### src/rtl/vga_tlight_seq.sv
// Traffic-light sequencer drawn on VGA: three stacked lamps in a housing, phase
// timing counted in whole frames, with a latched pedestrian request that shortens green.

module vga_sync #(
  parameter int H_VISIBLE     = 640,
  parameter int H_FRONT_PORCH = 16,
  parameter int H_SYNC_PULSE  = 96,
  parameter int H_BACK_PORCH  = 48,
  parameter int H_WHOLE_LINE  = 800,
  parameter int V_VISIBLE     = 480,
  parameter int V_FRONT_PORCH = 10,
  parameter int V_SYNC_PULSE  = 2,
  parameter int V_BACK_PORCH  = 33,
  parameter int V_WHOLE_FRAME = 525,
  localparam int X_W = $clog2(H_WHOLE_LINE),
  localparam int Y_W = $clog2(V_WHOLE_FRAME)
) (
  input  logic           clk,
  input  logic           reset,
  output logic [X_W-1:0] x,
  output logic [Y_W-1:0] y,
  output logic           visible,
  output logic           hsync,
  output logic           vsync
);
  if (H_VISIBLE + H_FRONT_PORCH + H_SYNC_PULSE + H_BACK_PORCH != H_WHOLE_LINE ||
      V_VISIBLE + V_FRONT_PORCH + V_SYNC_PULSE + V_BACK_PORCH != V_WHOLE_FRAME) begin : g_bad_mode
    $error("vga_sync: porch/sync/visible widths do not add up to the whole line/frame");
  end

  logic [X_W-1:0] x_q, x_d;
  logic [Y_W-1:0] y_q, y_d;

  always_comb begin
    x_d = x_q + 1'b1;
    y_d = y_q;
    if (x_q == X_W'(H_WHOLE_LINE - 1)) begin
      x_d = '0;
      y_d = (y_q == Y_W'(V_WHOLE_FRAME - 1)) ? '0 : y_q + 1'b1;
    end
  end

  always_ff @(posedge clk) begin
    if (reset) begin
      x_q <= '0;
      y_q <= '0;
    end else begin
      x_q <= x_d;
      y_q <= y_d;
    end
  end

  // Syncs are active low.
  assign x       = x_q;
  assign y       = y_q;
  assign visible = (x_q < X_W'(H_VISIBLE)) && (y_q < Y_W'(V_VISIBLE));
  assign hsync   = ~((x_q >= X_W'(H_VISIBLE + H_FRONT_PORCH)) &&
                     (x_q <  X_W'(H_VISIBLE + H_FRONT_PORCH + H_SYNC_PULSE)));
  assign vsync   = ~((y_q >= Y_W'(V_VISIBLE + V_FRONT_PORCH)) &&
                     (y_q <  Y_W'(V_VISIBLE + V_FRONT_PORCH + V_SYNC_PULSE)));
endmodule

module vga_tlight_seq #(
  parameter int PIXEL_BITS       = 12,
  parameter int H_VISIBLE        = 640,
  parameter int H_FRONT_PORCH    = 16,
  parameter int H_SYNC_PULSE     = 96,
  parameter int H_BACK_PORCH     = 48,
  parameter int H_WHOLE_LINE     = 800,
  parameter int V_VISIBLE        = 480,
  parameter int V_FRONT_PORCH    = 10,
  parameter int V_SYNC_PULSE     = 2,
  parameter int V_BACK_PORCH     = 33,
  parameter int V_WHOLE_FRAME    = 525,
  parameter int RED_FRAMES       = 240,
  parameter int GREEN_FRAMES     = 240,
  parameter int YELLOW_FRAMES    = 60,
  parameter int MIN_GREEN_FRAMES = 60,
  parameter int LAMP_SIZE        = 64,
  parameter int LAMP_GAP         = 16,
  localparam int COLOR_BITS      = PIXEL_BITS / 3
) (
  input  logic                  clk,
  input  logic                  reset,
  input  logic                  ped_req,
  output logic                  ped_ack,
  output logic [1:0]            phase,
  output logic [COLOR_BITS-1:0] vga_red,
  output logic [COLOR_BITS-1:0] vga_grn,
  output logic [COLOR_BITS-1:0] vga_blu,
  output logic                  vga_hsync,
  output logic                  vga_vsync
);
  if (RED_FRAMES < 1 || GREEN_FRAMES < 1 || YELLOW_FRAMES < 1 ||
      MIN_GREEN_FRAMES < 1 || MIN_GREEN_FRAMES > GREEN_FRAMES) begin : g_bad_timing
    $error("vga_tlight_seq: phase durations must be >= 1 and MIN_GREEN_FRAMES <= GREEN_FRAMES");
  end

  localparam int X_W     = $clog2(H_WHOLE_LINE);
  localparam int Y_W     = $clog2(V_WHOLE_FRAME);
  localparam int MAX_DUR = (RED_FRAMES > GREEN_FRAMES)
                         ? ((RED_FRAMES > YELLOW_FRAMES) ? RED_FRAMES : YELLOW_FRAMES)
                         : ((GREEN_FRAMES > YELLOW_FRAMES) ? GREEN_FRAMES : YELLOW_FRAMES);
  localparam int CNT_W   = ($clog2(MAX_DUR) < 1) ? 1 : $clog2(MAX_DUR);
  localparam int PITCH   = LAMP_SIZE + LAMP_GAP;
  localparam int STACK_H = 3 * LAMP_SIZE + 2 * LAMP_GAP;
  localparam int X0      = (H_VISIBLE - LAMP_SIZE) / 2;
  localparam int Y0      = (V_VISIBLE - STACK_H) / 2;
  localparam logic [COLOR_BITS-1:0] C_MAX = '1;
  localparam logic [COLOR_BITS-1:0] C_DIM = C_MAX >> 2;
  localparam logic [COLOR_BITS-1:0] C_ONE = COLOR_BITS'(1);

  typedef enum logic [1:0] {
    PH_RED    = 2'd0,
    PH_GREEN  = 2'd1,
    PH_YELLOW = 2'd2
  } phase_e;

  logic [X_W-1:0] vs_x;
  logic [Y_W-1:0] vs_y;
  logic           vs_visible, vs_hsync, vs_vsync;

  vga_sync #(
    .H_VISIBLE(H_VISIBLE), .H_FRONT_PORCH(H_FRONT_PORCH), .H_SYNC_PULSE(H_SYNC_PULSE),
    .H_BACK_PORCH(H_BACK_PORCH), .H_WHOLE_LINE(H_WHOLE_LINE),
    .V_VISIBLE(V_VISIBLE), .V_FRONT_PORCH(V_FRONT_PORCH), .V_SYNC_PULSE(V_SYNC_PULSE),
    .V_BACK_PORCH(V_BACK_PORCH), .V_WHOLE_FRAME(V_WHOLE_FRAME)
  ) u_sync (
    .clk(clk), .reset(reset), .x(vs_x), .y(vs_y),
    .visible(vs_visible), .hsync(vs_hsync), .vsync(vs_vsync)
  );

  phase_e                phase_q, phase_d;
  logic [CNT_W-1:0]      frame_cnt_q, frame_cnt_d;
  logic                  pending_q, pending_d;
  logic                  ped_ack_q, ped_ack_d;
  logic [COLOR_BITS-1:0] red_q, red_d, grn_q, grn_d, blu_q, blu_d;
  logic                  hsync_q, vsync_q;
  logic                  frame_tick;

  // First blanking line start: phase changes never land on visible pixels.
  assign frame_tick = (vs_x == '0) && (vs_y == Y_W'(V_VISIBLE));

  always_comb begin
    phase_d     = phase_q;
    frame_cnt_d = frame_cnt_q;
    pending_d   = pending_q;
    ped_ack_d   = 1'b0;
    if (frame_tick) begin
      frame_cnt_d = frame_cnt_q + 1'b1;
      case (phase_q)
        PH_RED:
          if (frame_cnt_q == CNT_W'(RED_FRAMES - 1)) begin
            phase_d     = PH_GREEN;
            frame_cnt_d = '0;
          end
        PH_GREEN:
          if ((pending_q && frame_cnt_q >= CNT_W'(MIN_GREEN_FRAMES - 1)) ||
              frame_cnt_q == CNT_W'(GREEN_FRAMES - 1)) begin
            phase_d     = PH_YELLOW;
            frame_cnt_d = '0;
          end
        default:
          if (frame_cnt_q == CNT_W'(YELLOW_FRAMES - 1)) begin
            phase_d     = PH_RED;
            frame_cnt_d = '0;
            ped_ack_d   = pending_q;
            pending_d   = 1'b0;
          end
      endcase
    end
    // A request landing on the clearing cycle survives for the next green.
    if (ped_req) pending_d = 1'b1;
  end

  int         xi, yi;
  logic [2:0] in_lamp;
  logic       in_house;

  always_comb begin
    xi       = int'(vs_x);
    yi       = int'(vs_y);
    in_lamp  = '0;
    in_house = (xi >= X0 - LAMP_GAP) && (xi < X0 + LAMP_SIZE + LAMP_GAP) &&
               (yi >= Y0 - LAMP_GAP) && (yi < Y0 + STACK_H + LAMP_GAP);
    for (int k = 0; k < 3; k++)
      in_lamp[k] = (xi >= X0) && (xi < X0 + LAMP_SIZE) &&
                   (yi >= Y0 + k * PITCH) && (yi < Y0 + k * PITCH + LAMP_SIZE);
  end

  always_comb begin
    red_d = '0;
    grn_d = '0;
    blu_d = '0;
    if (vs_visible) begin
      if (in_lamp[0]) begin
        red_d = (phase_q == PH_RED) ? C_MAX : C_DIM;
      end else if (in_lamp[1]) begin
        red_d = (phase_q == PH_YELLOW) ? C_MAX : C_DIM;
        grn_d = red_d;
      end else if (in_lamp[2]) begin
        grn_d = (phase_q == PH_GREEN) ? C_MAX : C_DIM;
      end else if (in_house) begin
        red_d = C_ONE;
        grn_d = C_ONE;
        blu_d = C_ONE;
      end
    end
  end

  always_ff @(posedge clk) begin
    if (reset) begin
      phase_q     <= PH_RED;
      frame_cnt_q <= '0;
      pending_q   <= 1'b0;
      ped_ack_q   <= 1'b0;
      red_q       <= '0;
      grn_q       <= '0;
      blu_q       <= '0;
      hsync_q     <= 1'b1;
      vsync_q     <= 1'b1;
    end else begin
      phase_q     <= phase_d;
      frame_cnt_q <= frame_cnt_d;
      pending_q   <= pending_d;
      ped_ack_q   <= ped_ack_d;
      red_q       <= red_d;
      grn_q       <= grn_d;
      blu_q       <= blu_d;
      hsync_q     <= vs_hsync;
      vsync_q     <= vs_vsync;
    end
  end

  assign phase     = phase_q;
  assign ped_ack   = ped_ack_q;
  assign vga_red   = red_q;
  assign vga_grn   = grn_q;
  assign vga_blu   = blu_q;
  assign vga_hsync = hsync_q;
  assign vga_vsync = vsync_q;
endmodule
### config.mk
export PLATFORM = sky130hd
export DESIGN_NAME = vga_tlight_seq
export DESIGN_NICKNAME = d
export VERILOG_FILES = /design/src/rtl/vga_tlight_seq.sv
export SDC_FILE = /design/constraint.sdc
export NUM_CORES = 1
export LEC_CHECK = 0
export ABC_AREA = 1
export CAP_MARGIN = 20
export CORE_ASPECT_RATIO = 1.4
export CORE_UTILIZATION = 58
export CTS_CLUSTER_SIZE = 28
export DETAILED_ROUTE_END_ITERATION = 8
export GPL_TIMING_DRIVEN = 0
export PLACE_DENSITY = 0.81
export SETUP_SLACK_MARGIN = 0.05
export SYNTH_ARGS = -nofsm -noshare
export SYNTH_HDL_FRONTEND = slang
export SYNTH_SLANG_ARGS = --single-unit
### constraint.sdc
create_clock -name clk -period 2.2 [get_ports clk]
set_clock_uncertainty 0.15 [all_clocks]
set_input_delay 0.22 -clock clk [delete_from_list [all_inputs] [get_ports clk]]
set_output_delay 0.22 -clock clk [all_outputs]
set_load 0.005 [all_outputs]
## After elaboration in Yosys (flattened, before gate mapping)

Index checks and enable logic that the tools add are counted.

| storage, ports and cells | value |
|---|---|
| bits in registers | 46 |
| input port bits | 3 |
| output and inout port bits | 17 |

| cells by class | value |
|---|---|
| $add $sub $neg | 3 |
| order comparisons | 19 |
| eq/ne operators | 10 |
| muxes and demuxes | 22 |
| bitwise operators | 5 |
| reduce and logical (&&, ||, !) cells | 29 |

Operators by type and width:

| cell | count |
|---|---|
| less-than comparator 10 x 9 -> 1 bit, second input constant | 7 |
| >= comparator 10 x 9 -> 1 bit, second input constant | 4 |
| 2-to-1 mux 4 bit | 7 |
| 2-to-1 mux 8 bit | 3 |
| adder 10 x 1 -> 10 bit, second input constant | 2 |
| equality test 10 bit, second input constant | 2 |
| >= comparator 10 x 8 -> 1 bit, second input constant | 2 |
| less-than comparator 10 bit, second input constant | 2 |
| case mux 8 bit (2 select lines) | 1 |
| logical AND 1 bit | 15 |
| equality test 10 x 9 -> 1 bit, second input constant | 1 |
| >= comparator 10 bit, second input constant | 1 |
| >= comparator 10 x 7 -> 1 bit, second input constant | 1 |
| zero test 10 bit | 1 |
| less-than comparator 10 x 8 -> 1 bit, second input constant | 1 |
| 2-to-1 mux 10 bit | 1 |
| adder 8 x 1 -> 8 bit, second input constant | 1 |
| equality test 8 x 6 -> 1 bit, second input constant | 1 |
| equality test 8 bit, second input constant | 1 |
| >= comparator 8 x 6 -> 1 bit, second input constant | 1 |
| 2-to-1 mux 1 bit | 6 |
| 2-to-1 mux 2 bit | 3 |
| OR reduction 2 bit | 3 |
| NOT 1 bit | 5 |
| 14 further kinds | 16 |

## Depth between registers and ports, before layout

Gate-level depths: netlist of run 1.

| logic depth | value |
|---|---|
| depth in word-level cells | 8 |
| gate-level depth with buffers | 12 |
| mapped depth without buffers | 12 |

## Cells and area by module

From an unflattened synthesis of run 1, not the netlist that was laid out.

| unflattened totals | value |
|---|---|
| cell total of the unflattened synthesis | 368 |
| area, all modules | 2,466.1 um^2 |

By module, submodules not included:

| module | instances | cells an instance | area an instance (um^2) | seq. area each (um^2) |
|---|---|---|---|---|
| vga_tlight_seq | 1 | 197 | 1,290.0 | 420.4 |
| vga_sync | 1 | 171 | 1,176.1 | 400.4 |

## Worst setup path before layout of run 1

No wires, ideal clock.

| timing | value |
|---|---|
| kind | register to register |
| start point | register u_sync.x_q[0] (netlist: u_sync.x[0]) |
| end point | register u_sync.y_q[2] (netlist: u_sync.y[2]) |
| setup time | 116 ps |
| arrival | 1,307 ps |
| setup slack | 627 ps |
| stages on the path, launching flop included | 8 |
| clock period less this slack | 1,573 ps |
| cell sequence | dfxtp_1 ha_1 nand3_2 nor2_2 nand3_4 nand2_2 nand2_2 and3_1 |

| on the way | value |
|---|---|
| longest elaborated chain between the ends | 1 |

RTL lines:

| element | line | text |
|---|---|---|
| from (decl) | 31 | `logic [X_W-1:0] x_q, x_d;` |
| from (signal assigned) | 45 | `x_q <= '0;` |
| from (signal assigned) | 48 | `x_q <= x_d;` |
| equality test 10 bit | 37 | `if (x_q == X_W'(H_WHOLE_LINE - 1)) begin` |
| to (signal assigned) | 49 | `y_q <= y_d;` |
| to (decl) | 32 | `logic [Y_W-1:0] y_q, y_d;` |

Every way passes these cells.
A chain may end at the register's enable or synchronous reset.

## Final worst setup path of run 1

Ends and elaborated chain as after synthesis.

==> flow_metrics.tcl, run 1 <==
set metrics [dict create \
    dp_hpwl_um 3910 \
    cellPowerDensity_nw_per_um2 476 \
    holdPathStages 2 \
    status "complete, but fails checks" \
    setup_viol 0 \
    vias 2327 \
    vias_per_cell 5.51 \
    use_met3_pct 4.28 \
    maxCapViolCount 0 \
    critPathLaunchType "flop" \
    cts_buffers 5 \
    grt_max_degree 12 \
    hold_viol 0 \
    fin_nets 387 \
    dpl-instance-area_um2 2660 \
    cts_tree "done" \
    ys_seq_area_share_pct 33.7 \
    die_x_um 56.7 \
    grt-busiest-layer "met2" \
    hp-class "reg -> reg" \
    fin_crit_sh_pct 84.0 \
    cp_max_fo 10 \
    ctsHoldBuffers 0 \
    die_area_um2 4460 \
    synthCells 354 \
    total_power_w 0.00131 \
    finalHoldWorstSlack_ns 0.318 \
    place.port_buffers 16 \
    cts_root_buf "clkbuf_8" \
    area_growth_pct 12.6 \
    initial_core_util_pct 61.0 \
    pin_count 20 \
    failed_checks "DRC" \
    die_h_um 78.6 \
    crit_type "reg -> reg" \
    core_area_um2 3990 \
    rsz0062_at_grt "false" \
    vdd_drop_max_v 0.000414 \
    ctsResizeCount 0 \
    clk_latency_ns 0.29 \
    gp_congestion 0.938 \
    antenna_cells 0 \
    drtIter0Drc 94 \
    clock_path_buffers 2 \
    totalWireLength_um 5210 \
    dr.pass1.iters 6 \
    use_met2_pct 44.6 \
    layout.cells.non_filler 422 \
    finalSetupTns_ns 0 \
    clk_pin_slew_ns 0.07 \
    layout_commonest_cell "nand2_1" \
    post-place-cells 415 \
    cts_setup_buffers 0 \
    numClockSinks 41 \
    drive_gt1_share_pct 12.4 \
    use_met1_pct 27.4 \
    antenna_found_initial 0 \
    final_max_slew_viol_count 0 \
    synth_cell_types 40 \
    cp_data_required_time_ns 2.23 \
    syn_avg_cell_area_um2 6.87 \
    ys_warn_count 0 \
    fin_area_um2 2740 \
    r2r.worst_path.cells 7 \
    synth_edf_count 0 \
    max_clock_freq_mhz 541 \
    htreeDepth 2 \
    critPathArrivalTime_ns 1.88 \
    remaining_drc_errors 2 \
    synth-seq-cells 41 \
    layout_common_cells "nand2_1, nor2_1, inv_1" \
    grt_pass1_vias 2155 \
    p_leak_nw 1.16 \
    ant_nets 0 \
    end_kind "flop" \
    wl_per_cell_um 12.3 \
    track_usage_pct 25.5 \
    tightest_slew_ns 0.533 \
    period_minus_slack_ns 1.85 \
    synth-main-ff-cell "dfxtp_1" \
    slew_headroom_pct 64.4 \
    overflow 0 \
    netlist_area_um2 2430 \
    grt_first_pass_wirelength_um 8960 \
    async_flop_share_pct 0 \
    num_rows 27 \
]
## per-layer routing
metal | share of wire [%] | up-vias | routed length, um
li1 | - | 1188 | -
met2 | 52 | 51 | 2720
met1 | 40 | 1071 | 2100
met4 | 4.1 | 0 | 213
met5 | 0 | - | 0
met3 | 3.4 | 17 | 175
## synth_stat cells, types with 4 or more instances
cell	count	area (um^2)
nand4_1	19	119
inv_1	42	158
dfxtp_1	41	821
nand2_2	5	31.3
a21oi_1	23	115
buf_4	6	45.0
o21ai_0	10	50.1
nor2_2	9	56.3
nor2_1	50	188
ha_1	5	62.6
nand3_1	21	105
nor2_4	4	45.0
nand2_1	81	304
## cell type report
| type | instances | area [um^2] |
|---|---|---|
| multi-input cells | 261 | 1370 |
| well taps | 43 | 53.8 |
| clock buffers | 7 | 86.3 |
| repair buffers | 16 | 160 |
| flip-flops and latches | 41 | 821 |
| inverters | 44 | 170 |
| plain buffers | 10 | 82.6 |
| fillers | 348 | 1240 |
## state kept, by name (all words and copies together), names as in the netlist
name / cells
ped_ack: 1
phase: 2
vga_hsync: 1
vga_blu: 1
pending_q: 1
vga_vsync: 1
vga_red: 3
u_sync.y: 10
vga_grn: 3
frame_cnt_q: 8
u_sync.x: 10
## per-stage QoR
stage / util [%] / setup slack [ns]
floorplan: - / 0.627
global placement: 66.6 / 0.362
detailed placement: 66.6 / 0.356
CTS: 68.8 / 0.356
global route: 68.8 / 0.213
finish: 68.8 / 0.352
## critical path, stage by stage (launching register included)
cell and delay (ns):
dfxtp_1 0.38, ha_1 0.23, nand3_2 0.12, nor2_2 0.18, nand3_4 0.18, nand2_2 0.22, nand2_2 0.12, and3_1 0.16
## cells by family (layout without fill, tap and decap cells)
logic type | Yosys count | in the layout | synth area share (%)
xor+xnor | 4 | 4 | 1.44
fa+ha+maj | 5 | 5 | 2.57
other cells | 1 | 3 | 0.154
compound gates | 41 | 41 | 9.20
flops | 41 | 41 | 33.7
simple gates | 208 | 208 | 42.5
buf+inv | 54 | 77 | 10.4
## path summary, 6_finish.rpt
path,slack [ns],start,to
min reg2reg,0.32,pending_q,ped_ack
max,0.35,u_sync.x[0],u_sync.y[2]
min,0.32,pending_q,ped_ack
max reg2reg,0.35,u_sync.x[0],u_sync.y[2]
## power by group
part | switching (W) | internal (W) | total [W]
Clock | 0.000245 | 0.000249 | 0.000494
Sequential | 0.00000551 | 0.000748 | 0.000753
Combinational | 0.0000363 | 0.0000229 | 0.0000592
Power figures use the tool's default switching activity.
==> run 2, diff against run 1 <==
Settings changed: CORE_UTILIZATION 58 to 52, PLACE_DENSITY 0.81 to 0.76.
Clock period 2.2 ns to 1.7 ns, I/O delays scaled along.
==> flow_metrics.tcl, run 2 (same netlist as run 1, synthesis figures left out) <==
set metrics [dict create \
    status "finished clean" \
    layout_commonest_cell "nand2_1" \
    place.port_buffers 16 \
    dp_hpwl_um 3910 \
    fin_area_um2 3170 \
    num_rows 29 \
    grt_pass1_vias 2272 \
    numClockSinks 41 \
    vdd_drop_max_v 0.000503 \
    crit_type "reg -> reg" \
    final_max_slew_viol_count 0 \
    period_minus_slack_ns 1.64 \
    cp_data_required_time_ns 1.75 \
    die_h_um 82.9 \
    end_kind "flop" \
    cp_cell_sequence "ha_4 -> nand3_4 -> nor2_4 -> nand3_4 -> inv_6 -> nand2_4 -> nor2_4 -> nand2_1 -> nand2_1 -> nor2_1" \
    vias 2438 \
    hp-class "in -> reg" \
    antenna_cells 0 \
    rsz0062_at_grt "true" \
    antenna_found_initial 0 \
    cellPowerDensity_nw_per_um2 582 \
    slew_headroom_pct 63.2 \
    clock_path_buffers 2 \
    vias_per_cell 5.31 \
    track_usage_pct 25.0 \
    critPathArrivalTime_ns 1.69 \
    pin_count 20 \
    clk_latency_ns 0.30 \
    fin_crit_sh_pct 96.6 \
    cts_root_buf "clkbuf_8" \
    dr.pass1.iters 4 \
    drtIter0Drc 150 \
    clk_pin_slew_ns 0.08 \
    preCtsSetupSlack_ns -0.133 \
    slowest_delay_ns 0.38 \
    remaining_drc_errors 0 \
    totalWireLength_um 6110 \
    htreeDepth 2 \
    cts_buffers 5 \
    cp_slowest_cell "dfxtp_4" \
    finalHoldWorstSlack_ns 0.274 \
    core_area_um2 4500 \
    finalWorstSetupSlack_ns 0.0581 \
    layout_common_cells "nand2_1, nor2_1, inv_1" \
    dpl-instance-area_um2 2680 \
    setup_viol 0 \
    hold_viol 0 \
    maxCapViolCount 0 \
    initial_core_util_pct 54.1 \
    max_clock_freq_mhz 609 \
    grt_first_pass_wirelength_um 9470 \
    die_x_um 59.8 \
    ctsHoldBuffers 0 \
    ant_nets 0 \
    fin_nets 405 \
    gp_congestion 0.914 \
    area_growth_pct 30.1 \
    cts_tree "done" \
    grt_max_degree 13 \
    drive_gt1_share_pct 29.2 \
    total_power_w 0.00184 \
    p_leak_nw 1.29 \
    critPathLaunchType "flop" \
    tightest_slew_ns 0.552 \
    die_area_um2 4960 \
    wl_per_cell_um 13.3 \
    cp_max_fo 7 \
    overflow 0 \
]
run 2: cell types whose count changed in the layout (fill, tap and decap cells not counted), moves of 5 or more:
cell	before	now
buf_4	6	21
dfxtp_1	41	27
nand2_2	5	12
dfxtp_2	0	10
inv_2	1	8
nand2_1	81	70
inv_1	42	35
nor2_1	50	42
nor2_4	4	9
run 2: repair_timing:
item,CTS,global route
endpoints found under the setup margin,23,26
endpoints found under the hold margin,0,0
gates resized for setup,19,57
buffers inserted,6,12
pin swaps,3,18
run 2: final cells by class:
| cell class | instances | area, um^2 |
|---|---|---|
| plain buffers | 10 | 82.6 |
| clock buffers | 5 | 68.8 |
| clock inverters | 2 | 35.0 |
| fillers | 360 | 1330 |
| inverters | 44 | 170 |
| multi-input cells | 261 | 1570 |
| flip-flops and latches | 41 | 848 |
| well taps | 62 | 77.6 |
| repair buffers | 34 | 309 |
run 2: path summary, 6_finish.rpt:
check	startpoint	endpoint	slack (ns)	depth (start not counted)
worst max-delay path	u_sync.x[1]	u_sync.y[5]	0.06	10
worst min-delay path	ped_req	pending_q	0.27	3
worst max register to register	u_sync.x[1]	u_sync.y[5]	0.06	10
worst min register to register	u_sync.x[0]	u_sync.x[0]	0.31	1
run 2: worst max-delay path: cells and delay by family (launching register included):
kind | cells | cell delay (ns)
fa+ha+maj | 1 | 0.15
buf+inv | 1 | 0.14
flops | 1 | 0.38
simple gates | 8 | 0.72
run 2: per-layer routing:
layer	up-vias	part of all wire [%]	global-route usage [%]
met1	1135	40	27.0
met5	-	0	0
met4	0	2.5	14.0
met2	60	54	43.6
li1	1232	-	-
met3	11	3.4	4.21
run 2: where the power goes:
group          switching, W  total [W]  internal [W]  leakage [nW]
Combinational     0.0000593   0.000102     0.0000423         0.899
Clock              0.000339   0.000766      0.000427        0.0540
Sequential        0.0000111   0.000975      0.000964         0.339
Total              0.000409    0.00184       0.00143          1.29
run 2: metrics by stage:
| step | cells | util (%) | setup TNS, ns |
|---|---|---|---|
| 2_1_floorplan | 356 | - | 0 |
| 3_3_place_gp | 434 | 59.5 | -1.23 |
| 3_5_place_dp | 434 | 59.5 | -1.56 |
| 4_1_cts | 447 | 64.9 | 0 |
| 5_1_grt | 459 | 70.4 | -0.107 |
| 6_report | 459 | 70.4 | 0 |
==> run 3, diff against run 2 <==
Settings changed: CORE_MARGIN set to 4.
==> flow_metrics.tcl, run 3 (same netlist as run 1, synthesis figures left out) <==
set metrics [dict create \
    status "finished clean" \
    cts_tree "done" \
    crit_type "reg -> reg" \
    period_minus_slack_ns 1.65 \
    setup_viol 0 \
    final_max_slew_viol_count 0 \
    gp_congestion 0.916 \
    finalHoldWorstSlack_ns 0.277 \
    antenna_found_initial 0 \
    antenna_cells 0 \
    clk_latency_ns 0.29 \
    htreeDepth 2 \
    dr.pass1.iters 4 \
    cellPowerDensity_nw_per_um2 558 \
    vias 2395 \
    cts_buffers 5 \
    drive_gt1_share_pct 26.0 \
    track_usage_pct 20.7 \
    overflow 0 \
    critPathArrivalTime_ns 1.73 \
    critPathLaunchType "flop" \
    dp_hpwl_um 4040 \
    clk_pin_slew_ns 0.08 \
    numClockSinks 41 \
    initial_core_util_pct 53.7 \
    layout_common_cells "nand2_1, nor2_1, inv_1" \
    seqPwrFrac_pct 57.2 \
    intPower_w 0.00132 \
    r2r.worst_path.cells 12 \
    layout_commonest_cell "nand2_1" \
    power_switching_w 0.000383 \
    critPathCapture "phase[0]" \
    remaining_drc_errors 0 \
    die_area_um2 5850 \
    fin_nets 401 \
    grt_max_degree 12 \
    ctsHoldBuffers 0 \
    vdd_drop_max_v 0.000563 \
    nFillCells 373 \
    pwr-share-comb_pct 5.4 \
    die_x_um 65.8 \
    clkPwrFrac_pct 37.4 \
    p_leak_nw 1.24 \
    rsz0062_at_grt "true" \
    drtIter0Drc 138 \
    end_kind "flop" \
    grt_pass1_vias 2247 \
    core_area_um2 4540 \
    rr_endpoint "phase[0]" \
    r2r_setup_slack_ns 0.05 \
    clock_path_buffers 2 \
    r2r_start "u_sync.y[0]" \
    vias_per_cell 5.26 \
    p_sw_share_pct 22.4 \
    wl_per_cell_um 12.9 \
    totalWireLength_um 5860 \
    hold_viol 0 \
    area_growth_pct 25.8 \
    hp-class "in -> reg" \
    preCtsSetupSlack_ns -0.117 \
    ant_nets 0 \
    grt_first_pass_wirelength_um 9490 \
    max_clock_freq_mhz 606 \
    cp_max_fo 6 \
    tightest_slew_ns 0.550 \
    critical_path.startpoint "u_sync.y[0]" \
    finalWorstSetupSlack_ns 0.0508 \
    num_rows 29 \
    pin_count 20 \
    cp_data_required_time_ns 1.78 \
    slew_headroom_pct 63.3 \
    fin_crit_sh_pct 97.0 \
    cts_root_buf "clkbuf_8" \
    maxCapViolCount 0 \
    die_h_um 88.9 \
    place.port_buffers 16 \
]
run 3: repair_timing:
action / in CTS / in global routing
gates resized for setup: 21 / 42
setup buffers: 8 / 6
gates cloned: 0 / 0
endpoints found under the setup margin: 22 / 27
pin swaps: 3 / 16
run 3: area by class of cell:
class,instances,area [um^2],share of cell area [%]
multi-input combinational,261,1530,50.0
sequential,41,846,27.6
timing repair buffer,30,265,8.66
inverter,44,173,5.64
clock buffer,7,86.3,2.82
buffer,10,82.6,2.70
tap,62,77.6,2.53
run 3: per-layer routing:
metal | GRT usage (%) | up-vias | share of wire [%]
met5 | 0 | - | 0
met4 | 10.2 | 0 | 3.1
met3 | 3.14 | 15 | 4.6
met2 | 38.3 | 71 | 53
met1 | 22.7 | 1088 | 39
li1 | - | 1221 | -
run 3: power by group through the flow:
stage,sequential (W),combinational [W],clock [W]
after global placement,0.000996,0.0000761,0
after global routing,0.000976,0.000105,0.000686
after CTS,0.000977,0.0000852,0.000657
after floorplan,0.000995,0.0000578,0
final,0.000976,0.0000928,0.000639
after detailed placement,0.000997,0.0000777,0
run 3: worst min path at each step:
stage | from | end | slack, ns | cells past startpoint
detailed placement | pending_q | ped_ack | 0.31 | 2
finish | ped_req | pending_q | 0.28 | 3
global route | ped_req | pending_q | 0.30 | 3
global placement | u_sync.x[0] | u_sync.x[0] | 0.30 | 1
CTS | ped_req | pending_q | 0.27 | 3
floorplan | reset | u_sync.y[7] | 0.09 | 1
run 3: metrics by stage:
step	std cells	area (um^2)	utilization, %	power (W)	TNS [ns]
detailed placement	434	2680	59.1	0.00107	-1.38
finish	455	3060	67.5	0.00171	0
floorplan	356	2440	-	0.00105	0
global placement	434	2680	59.1	0.00107	-1.20
CTS	449	2910	64.2	0.00172	0
global route	455	3060	67.5	0.00177	-0.105
run 3: worst max-delay path: stages, from the launching register on:
cell     delay [ns]
dfxtp_4        0.37
inv_4          0.07
ha_4           0.13
nand2_1        0.04
inv_1          0.06
nand2_2        0.06
nor2_4         0.15
nand3_4        0.13
nor2_4         0.13
nand3_2        0.07
nand2_1        0.07
nand2_1        0.04
nor2_1         0.10
